--- src/rtl/norm_shifter.sv ---
// Iterative normalizer: shifts the operand left one bit per clock until its
// leading zeros (logical) or redundant sign bits (arithmetic) are removed.
module norm_shifter #(
  parameter int WIDTH = 16,
  parameter int CNTW  = 4
) (
  input  logic             clk,
  input  logic             rst,
  input  logic             start,
  input  logic             mode,
  input  logic [WIDTH-1:0] src,
  output logic             busy,
  output logic             done,
  output logic [WIDTH-1:0] dst,
  output logic [CNTW-1:0]  shamt,
  output logic             zero
);

  typedef enum logic [1:0] {
    IDLE,
    SHIFT,
    DONE
  } state_t;

  state_t            state, state_n;
  logic [WIDTH-1:0]  wreg, wreg_n;
  logic [CNTW-1:0]   cnt, cnt_n;
  logic              md, md_n;
  logic [WIDTH-1:0]  dst_n;
  logic [CNTW-1:0]   shamt_n;
  logic              zero_n;
  logic              norm;
  logic              cnt_max;

  // Arithmetic mode is normalized once the top two bits differ.
  always_comb begin
    norm    = md ? (wreg[WIDTH-1] ^ wreg[WIDTH-2]) : wreg[WIDTH-1];
    cnt_max = (cnt == CNTW'(WIDTH - 1));
  end

  always_comb begin
    state_n = state;
    wreg_n  = wreg;
    cnt_n   = cnt;
    md_n    = md;
    dst_n   = dst;
    shamt_n = shamt;
    zero_n  = zero;
    unique case (state)
      IDLE: begin
        if (start) begin
          wreg_n  = src;
          md_n    = mode;
          cnt_n   = '0;
          state_n = SHIFT;
        end
      end
      SHIFT: begin
        if (wreg == '0) begin
          dst_n   = '0;
          shamt_n = '0;
          zero_n  = 1'b1;
          state_n = DONE;
        end else if (norm || cnt_max) begin
          dst_n   = wreg;
          shamt_n = cnt;
          zero_n  = 1'b0;
          state_n = DONE;
        end else begin
          wreg_n = {wreg[WIDTH-2:0], 1'b0};
          cnt_n  = cnt + CNTW'(1);
        end
      end
      DONE: begin
        state_n = IDLE;
      end
      default: begin
        state_n = IDLE;
      end
    endcase
  end

  always_ff @(posedge clk or posedge rst) begin
    if (rst) begin
      state <= IDLE;
      wreg  <= '0;
      cnt   <= '0;
      md    <= 1'b0;
      dst   <= '0;
      shamt <= '0;
      zero  <= 1'b0;
    end else begin
      state <= state_n;
      wreg  <= wreg_n;
      cnt   <= cnt_n;
      md    <= md_n;
      dst   <= dst_n;
      shamt <= shamt_n;
      zero  <= zero_n;
    end
  end

  always_comb begin
    busy = (state == SHIFT);
    done = (state == DONE);
  end

endmodule
--- config.mk ---
export PLATFORM = sky130hd
export DESIGN_NAME = norm_shifter
export DESIGN_NICKNAME = d
export VERILOG_FILES = /design/src/rtl/norm_shifter.sv
export SDC_FILE = /design/constraint.sdc
export NUM_CORES = 1
export LEC_CHECK = 0
export CAP_MARGIN = 20
export CORE_ASPECT_RATIO = 0.7
export CORE_MARGIN = 2
export CORE_UTILIZATION = 49
export DETAILED_ROUTE_END_ITERATION = 8
export GPL_TIMING_DRIVEN = 0
export HOLD_SLACK_MARGIN = 0.03
export PLACE_DENSITY = 0.78
export SLEW_MARGIN = 20
export SYNTH_ARGS = -nofsm -noshare
export SYNTH_HDL_FRONTEND = slang
export SYNTH_SLANG_ARGS = --single-unit
--- constraint.sdc ---
create_clock -name clk -period 2.63 [get_ports clk]
set_clock_uncertainty 0.05 [all_clocks]
set_input_delay 0.3945 -clock clk [delete_from_list [all_inputs] [get_ports clk]]
set_output_delay 0.3945 -clock clk [all_outputs]
set_load 0.005 [all_outputs]
=== Yosys cells after proc, flatten, opt, wreduce, memory -nomap -nowiden ===
Index checks and enable logic that the tools add are counted.

* RAM bits: 0
* Logic and storage cells: 44
* Memories kept: 0
* Latch bits: 0
* Register bits: 44
* ROM bits: 0

* Reduce and logical (&&, ||, !) cells: 9
* Multipliers: 0
* Div/mod/pow operators: 0
* Shift-type cells: 0
* Bitwise logic cells: 1
* Add/sub/neg operators: 1
* Order comparisons: 0
* Mux-type cells: 19
* Equal/unequal tests: 7

{| class="wikitable"
|+ Operators by type and width
! cell !! number
|-
| 16-bit 2-to-1 mux || 5
|-
| 16-bit case mux with 2 select lines || 1
|-
| 4-bit 2-to-1 mux || 5
|-
| 16-bit zero test || 1
|-
| 4-bit case mux with 2 select lines || 1
|-
| 2-bit 2-to-1 mux || 3
|-
| 2-bit inequality test (second input constant) || 3
|-
| 2-bit AND reduction || 3
|-
| 4-bit by 1-bit adder with 4-bit output (second input constant) || 1
|-
| 4-bit == test (second input constant) || 1
|-
| 2-bit case mux with 2 select lines || 1
|-
| 4-bit AND reduction || 1
|-
| 2-bit nonzero test || 2
|-
| 1-bit 2-to-1 mux || 3
|-
| 3-bit by 1-bit inequality test with 1-bit output (second input constant) || 1
|-
| 2-bit by 1-bit == test with 1-bit output (second input constant) || 1
|-
| 2-bit == test (second input constant) || 1
|-
| 2-bit zero test || 1
|-
| 1-bit logical OR || 1
|-
| 1-bit XOR || 1
|}

=== Depth between registers and ports, before layout ===
Gate-level depths: netlist of run 1.

* Word-level depth: 6
* Mapped depth: 8
* Depth with buffers taken out: 6

=== Worst setup path before layout of run 1 ===
OpenSTA, ideal clock, no wires.

* Path kind: reg2reg
* Start point: reg wreg[14]
* End point: reg dst[9]
* Period minus slack after synthesis: 1,819 ps
* Buffers on the path: 0
* Cell stages (with the launch flop): 7
* Arrival time: 1,641 ps
* Required time: 2,452 ps
* Slack: 811 ps
* Cell sequence: dfrtp_1 inv_1 ha_1 mux2i_1 nand2_1 o21ai_2 mux2_1

* Word-level cells in the longest chain between the ends: 5
* Elaborated cells between the ends (all ways): 7

{| class="wikitable"
|+ RTL lines
! what !! line !! RTL
|-
| start, declared || 26 || <nowiki>logic [WIDTH-1:0] wreg, wreg_n;</nowiki>
|-
| start signal, assigned || 94 || <nowiki>wreg <= wreg_n;</nowiki>
|-
| 1-bit XOR || 37 || <nowiki>norm = md ? (wreg[WIDTH-1] ^ wreg[WIDTH-2]) : wreg[WIDTH-1];</nowiki>
|-
| 1-bit 2-to-1 mux || 37 ||
|-
| 1-bit logical OR || 64 || <nowiki>end else if (norm || cnt_max) begin</nowiki>
|-
| 2-bit nonzero test (no line) || - ||
|-
| 2-bit AND reduction (no line) || - ||
|-
| end signal, assigned || 97 || <nowiki>dst <= dst_n;</nowiki>
|-
| end, declared || 14 || <nowiki>output logic [WIDTH-1:0] dst,</nowiki>
|}

Several ways; a longest one is shown, not always the timed one.
A chain may end at the register's enable or synchronous reset.

=== Final worst setup path of run 1 ===
* Start point: reg wreg[14]
* End point: reg dst[1]

The elaborated chain is that of the path after synthesis.

==> reports/qor.txt, run 1 <==
DIE
---------------------------------------------------------------------------------
Die width                                                                 78.5 um
Die Y-Extent                                                              56.1 um
Starting utilization of the core area                                       52.4%
Total die area                                                       0.00440 mm^2
Rows                                                                           18
Top-Level Pins                                                                 43
Core Box Area                                                        0.00363 mm^2

CRITICAL PATH
---------------------------------------------------------------------------------
Buffers & Inverters on Critical Path                                            2
Kind of end point of the critical path                                       flop
CP max FO                                                                      10
Nature of the critical path startpoint                                       flop
CP top delay family                                                  compound AO/OA/AOI/OAI gates
Crit path max-delay cell type                                             a21oi_1
Crit Path Category                                                   flop to flop
Arrival time at the worst endpoint                                        2.43 ns
Worst endpoint required time                                              2.82 ns
Setup slack on the worst flop-to-flop path                                0.39 ns
Longest individual stage delay on the worst path                          0.55 ns
Worst path cell trace                                                inv_1 > ha_1 > mux2i_1 > a21oi_1 > clkbuf_1 > a22o_1

CLOCK NETWORK
---------------------------------------------------------------------------------
Clock slew seen by the registers of the worst setup and hold paths        0.08 ns
CTS tree                                                                     done
Clock root buffer master                                                 clkbuf_8
Post-CTS Setup Inserts                                                          0
Number of buffers on the longest clock path                                     2
Maximum level of the CTS H-tree                                                 2
Later-pin clock latency in the skew report                                0.30 ns
Post_cts resized                                                                0
Hold-fix buffer count after cts                                                 0
Clock buffer count from CTS                                                     5
Sinks on the clock net                                                         44

GLOBAL ROUTING
---------------------------------------------------------------------------------
Global-route total usage across every layer                                 20.3%
Pin count of the biggest net entering global routing                           27
Antenna violations before repair                                                0
Global-route wire length before repair                                    6830 um
GRT overflow                                                                    0
Vias in the first global route                                              1,404

CELLS AND AREA
---------------------------------------------------------------------------------
Filler cell count                                                             283
Final layout net count                                                        223
Area growth from synthesis to final layout                                  31.5%
Diodes inserted                                                                 0
Fraction of layout cells with a size suffix above 1                         9.95%

MIN PATH
---------------------------------------------------------------------------------
Worst min-delay path class                                           primary input to asynchronous set/reset pin

LOGIC SYNTHESIS
---------------------------------------------------------------------------------
Cells after synthesis                                                         151
Number of nets produced by synthesis                                          173
Commonest register cell after synthesis                                   dfrtp_1
Post-synth EDFFs                                                                0
Number of storage elements in the synthesis netlist                            44
Async set-or-reset flop fraction in the synthesized netlist                  100%
Sequential fraction of the synthesis area                                   57.9%
Synth cell types                                                               32
Yosys warning total                                                             0
Netlist area before placement                                        0.00190 mm^2
Avg Synthesized Cell Area                                               12.6 um^2

RUN
---------------------------------------------------------------------------------
Max-cap check violation count                                                   0

ROUTE
---------------------------------------------------------------------------------
Overall routed net length                                                 4180 um
Final routed wire length divided by cell count                            16.6 um
Detailed-route via count                                                    1,420
Detail Route Antenna Nets                                                       0
Initial DRC count                                                              59
Via count normalized by instance count                                       5.66
# DRC                                                                           0
Detailed-router iteration count before antenna repair                           4

POWER AND IR DROP
---------------------------------------------------------------------------------
Leakage                                                                   1.06 nW
VDD IR max                                                                 625 uV
Power density over the cells                                         1190 mW/mm^2
Post-route total power                                                    2.98 mW

PLACE
---------------------------------------------------------------------------------
Final estimated routing congestion in global placement                      0.895
Half-perimeter wire length after placement                                3010 um
Port buffer count                                                              42

TIMING
---------------------------------------------------------------------------------
Final setup vio count                                                           0
Tmin final                                                                2.24 ns
Relative max-transition margin                                              57.1%
Final-report hold violation count                                               0
Pin slew with the least headroom to its limit                            0.644 ns
Setup repair after global routing missed its margin                            no
Setup TNS                                                                    0 ns
Share of the clock period used by the worst path                            85.2%
Pins Over Slew Limit                                                            0
Achievable frequency                                                      446 MHz

RUN STATUS
---------------------------------------------------------------------------------
Result of the run                                                    finished, final reports clean

==> metrics by stage <==
step	util [%]	hold WS, ns	setup slack, ns	std cells	area [um^2]
6_report	69.0	0.355	0.389	251	2500
5_1_grt	69.0	0.395	0.215	251	2500
4_1_cts	69.0	0.361	0.360	251	2500
3_5_place_dp	66.3	0.436	0.379	244	2400
3_3_place_gp	65.8	0.427	0.334	243	2380
2_1_floorplan	-	0.418	0.811	151	1900
==> kinds of logic after synthesis <==
kind of cell | Yosys count | synth area share [%]
flip-flops | 44 | 57.9
multiplexers | 4 | 2.17
buffers and inverters | 14 | 3.42
AO/OA/AOI/OAI | 44 | 21.4
AND/OR/NAND/NOR | 43 | 13.8
adder cells (fa/ha/maj) | 2 | 1.32
==> sequential cells by signal, indices dropped and copies added, names as in the netlist <==
register,count
md,1
state,2
dst,16
zero,1
cnt,4
wreg,16
shamt,4
==> synth_stat cells, drive strengths merged, types with 3 or more instances <==
master	number	area (um^2)
a22o	17	149
a31o	3	26.3
and3	3	18.8
buf	5	31.3
clkbuf	3	11.3
dfrtp	44	1100
inv	6	22.5
mux2i	3	30.0
nand2	9	33.8
nand2b	17	106
nand3	3	15.0
o21ai	3	18.8
o221a	15	169
==> routing by layer <==
metal	share of wire [%]	vias to the layer above	track usage, %	wire (um)
li1	-	670	-	-
met1	49	695	30.1	2060
met2	43	47	28.1	1800
met3	5.7	8	5.52	238
met4	1.7	0	8.52	70
met5	0	-	0	0
==> power breakdown <==
| part | leakage, nW | switching (mW) | internal (mW) | total [mW] |
|---|---|---|---|---|
| combinational | 0.479 | 0.564 | 0.720 | 1.28 |
| clock | 0.0503 | 0.217 | 0.234 | 0.451 |
| sequential | 0.533 | 0.266 | 0.983 | 1.25 |
| total | 1.06 | 1.05 | 1.94 | 2.98 |
==> area by class of cell <==
| cell class | count | area (um^2) | share of cell area, % |
|---|---|---|---|
| repair buffers | 43 | 440 | 17.6 |
| inverters | 6 | 22.5 | 0.900 |
| clock buffers | 7 | 96.3 | 3.85 |
| well taps | 50 | 62.6 | 2.50 |
| flip-flops and latches | 44 | 1100 | 44.0 |
| plain buffers | 8 | 42.5 | 1.70 |
| multi-input cells | 93 | 736 | 29.4 |
==> worst register-to-register path: stages, from the launching register on <==
cell and delay, ns:
dfrtp_1 0.41, inv_1 0.07, ha_1 0.28, mux2i_1 0.09, a21oi_1 0.55, clkbuf_1 0.48
a22o_1 0.24
==> cells in the final DEF (no fill, tap or decap), drive strengths merged <==
cell,synthesis,final
and4,1,1
dfrtp,44,44
nor3,1,1
nand2b,17,17
and3,3,3
inv,6,6
clkdlybuf4s50,0,42
a21oi,2,2
nor2,1,1
mux2,1,1
nand2,9,9
or3,1,1
a32o,1,1
o31ai,1,1
buf,5,6
o21ai,3,3
nor2b,1,1
nor4b,1,1
o221a,15,15
clkbuf,3,10
mux2i,3,3
nand3,3,3
nor4,2,2
and2,2,2
a22o,17,17
a21o,1,1
o311ai,1,1
a31o,3,3
ha,2,2
nand4,1,1
==> path summary, 6_finish.rpt <==
| check | endpoint | start | cells after the start |
|---|---|---|---|
| worst max-delay path | dst[1] | wreg[14] | 6 |
| min in group clk | dst[4] | dst[4] | 1 |
| worst min-delay path | dst[9] | rst | 2 |
| max in group asynchronous | dst[0] | rst | 3 |
| worst min register to register | dst[4] | dst[4] | 1 |
| worst max register to register | dst[1] | wreg[14] | 6 |
Note: power is estimated with default switching activity, not from simulation.
==> run 2, diff against run 1 <==
--- a/config.mk
+++ b/config.mk
@@ -5,7 +5,7 @@
 export SDC_FILE = /design/constraint.sdc
 export NUM_CORES = 1
 export LEC_CHECK = 0
-export CAP_MARGIN = 20
+export CAP_MARGIN = 10
 export CORE_ASPECT_RATIO = 0.7
 export CORE_MARGIN = 2
 export CORE_UTILIZATION = 49
@@ -13,6 +13,7 @@
 export GPL_TIMING_DRIVEN = 0
 export HOLD_SLACK_MARGIN = 0.03
 export PLACE_DENSITY = 0.78
+export RECOVER_POWER = 100
 export SLEW_MARGIN = 20
 export SYNTH_ARGS = -nofsm -noshare
 export SYNTH_HDL_FRONTEND = slang
==> run 2 against run 1 <==
Net effect: die area unchanged; total power down 2.4%; final area down 0.35%; hold slack better by 0.089 ns; routed wire length up 0.24%; count of clock-buffer cells in the layout unchanged; first-iteration DRC count up 17%; combinational power down 5%; via count up 1.1%; fmax down 4.7%; critical path type unchanged.
==> reports/qor.txt, run 2 (synthesis gave the netlist of run 1 again) <==
CRITICAL PATH
---------------------------------------------------------------------------------
CP max FO                                                                      10
Arrival time at the worst endpoint                                        2.54 ns
Crit Path Category                                                   flop to flop
Nature of the critical path startpoint                                       flop
Kind of end point of the critical path                                       flop
Worst endpoint required time                                              2.82 ns

CLOCK NETWORK
---------------------------------------------------------------------------------
Post_cts resized                                                                0
Hold-fix buffer count after cts                                                 0
Number of buffers on the longest clock path                                     2
Clock slew seen by the registers of the worst setup and hold paths        0.08 ns
Later-pin clock latency in the skew report                                0.30 ns
CTS tree                                                                     done
Clock root buffer master                                                 clkbuf_8
Post-CTS Setup Inserts                                                          0
Sinks on the clock net                                                         44
Maximum level of the CTS H-tree                                                 2
Clock buffer count from CTS                                                     5

TIMING
---------------------------------------------------------------------------------
Final-report hold violation count                                               0
Pin slew with the least headroom to its limit                            0.756 ns
Tmin final                                                                2.35 ns
Achievable frequency                                                      426 MHz
Hold_ws                                                                  0.444 ns
Share of the clock period used by the worst path                            89.4%
Final setup vio count                                                           0
Relative max-transition margin                                              49.5%
Pins Over Slew Limit                                                            0
Setup TNS                                                                    0 ns
Setup repair after global routing missed its margin                            no

ROUTE
---------------------------------------------------------------------------------
Initial DRC count                                                              69
Detailed-router iteration count before antenna repair                           4
Final routed wire length divided by cell count                            16.7 um
Via count normalized by instance count                                       5.72
Overall routed net length                                                 4190 um
# DRC                                                                           0
Detail Route Antenna Nets                                                       0
Detailed-route via count                                                    1,436

PLACE
---------------------------------------------------------------------------------
Port buffer count                                                              42
Half-perimeter wire length after placement                                3010 um
DP Cell Count                                                                 244
Final estimated routing congestion in global placement                      0.895

DIE
---------------------------------------------------------------------------------
Die Y-Extent                                                              56.1 um
Core Box Area                                                        0.00363 mm^2
Die width                                                                 78.5 um
Starting utilization of the core area                                       52.4%
Rows                                                                           18
Total die area                                                       0.00440 mm^2
Top-Level Pins                                                                 43

GLOBAL ROUTING
---------------------------------------------------------------------------------
Vias in the first global route                                              1,404
Global-route wire length before repair                                    6830 um
Antenna violations before repair                                                0
GRT overflow                                                                    0
Pin count of the biggest net entering global routing                           27
Global-route total usage across every layer                                 20.3%

CELLS AND AREA
---------------------------------------------------------------------------------
Area growth from synthesis to final layout                                  31.1%
Most common cell after layout, fill and taps aside                        dfrtp_1
Diodes inserted                                                                 0
Top library cells by usage in the layout, fill and taps aside        dfrtp_1, dlygate4sd3_1, clkdlybuf4s50_1
Final layout net count                                                        223
Final core occ                                                              68.7%
Filler cell count                                                             287
Leading registers by flop count                                      dst (16), wreg (16)
Finished Layout Cells                                                         251
Fraction of layout cells with a size suffix above 1                         7.46%

POWER AND IR DROP
---------------------------------------------------------------------------------
Post-route total power                                                    2.91 mW
VDD IR max                                                                 595 uV
Switching component of the power                                          1.04 mW
Sequential power share                                                      42.5%
Leakage                                                                   1.09 nW
Cell internal power dissipation                                           1.88 mW
Combinational group share of total power                                    41.9%
Power density over the cells                                         1170 mW/mm^2
Clock power frac                                                            15.5%
Switching Fraction                                                          35.6%

MIN PATH
---------------------------------------------------------------------------------
Worst min-delay path class                                           flop to flop

RUN
---------------------------------------------------------------------------------
Max-cap check violation count                                                   0

RUN STATUS
---------------------------------------------------------------------------------
Result of the run                                                    finished, final reports clean

-- run 2: cell count changes in the layout (fill, tap and decap cells not counted), sizes merged --
cell,previous run,this run
clkbuf,10,12
dlygate4sd3,0,23
clkdlybuf4s50,42,19
buf,6,4
-- run 2: final timing paths --
path,start,endpoint,slack [ns],depth (start not counted)
setup reg to reg,wreg[14],dst[1],0.28,7
setup / recovery,wreg[14],dst[1],0.28,7
hold / removal,dst[4],dst[4],0.44,1
hold reg to reg,dst[4],dst[4],0.44,1
min in group asynchronous,rst,dst[9],0.61,2
max in group asynchronous,rst,wreg[15],1.32,3
-- run 2: routing by layer --
| metal | wire length (um) | track usage (%) | vias up | part of all wire [%] |
|---|---|---|---|---|
| li1 | - | - | 673 | - |
| met5 | 0 | 0 | - | 0 |
| met1 | 2080 | 30.1 | 711 | 50 |
| met4 | 70 | 8.52 | 0 | 1.7 |
| met2 | 1810 | 28.1 | 44 | 43 |
| met3 | 228 | 5.52 | 8 | 5.4 |
-- run 2: worst max-delay path, cell delays in order (launching register included) --
cell and delay, ns:
dfrtp_1 0.42, inv_1 0.07, ha_1 0.30, mux2i_1 0.21
nand2_1 0.15, o21ai_2 0.40, clkbuf_1 0.47, a22o_1 0.22
-- run 2: layout make-up --
class	count	area (um^2)	share of cell area (%)
plain buffers	8	40.0	1.61
inverters	6	22.5	0.904
clock buffers	7	96.3	3.87
well taps	50	62.6	2.51
flip-flops and latches	44	1100	44.2
multi-input cells	93	729	29.3
repair buffers	43	440	17.7
-- run 2: per-stage QoR --
step / area (um^2) / setup slack, ns
after floorplan: 1900 / 0.811
after global placement: 2380 / 0.334
after detailed placement: 2400 / 0.379
after CTS: 2500 / 0.360
after global routing: 2490 / 0.130
final: 2490 / 0.280
-- run 2: power groups by stage --
stage	sequential, mW	combinational [mW]	clock (mW)
after global placement	1.25	1.26	0
final	1.24	1.22	0.453
after CTS	1.25	1.30	0.460
after global routing	1.28	1.35	0.482
after detailed placement	1.26	1.28	0
after floorplan	1.21	0.766	0
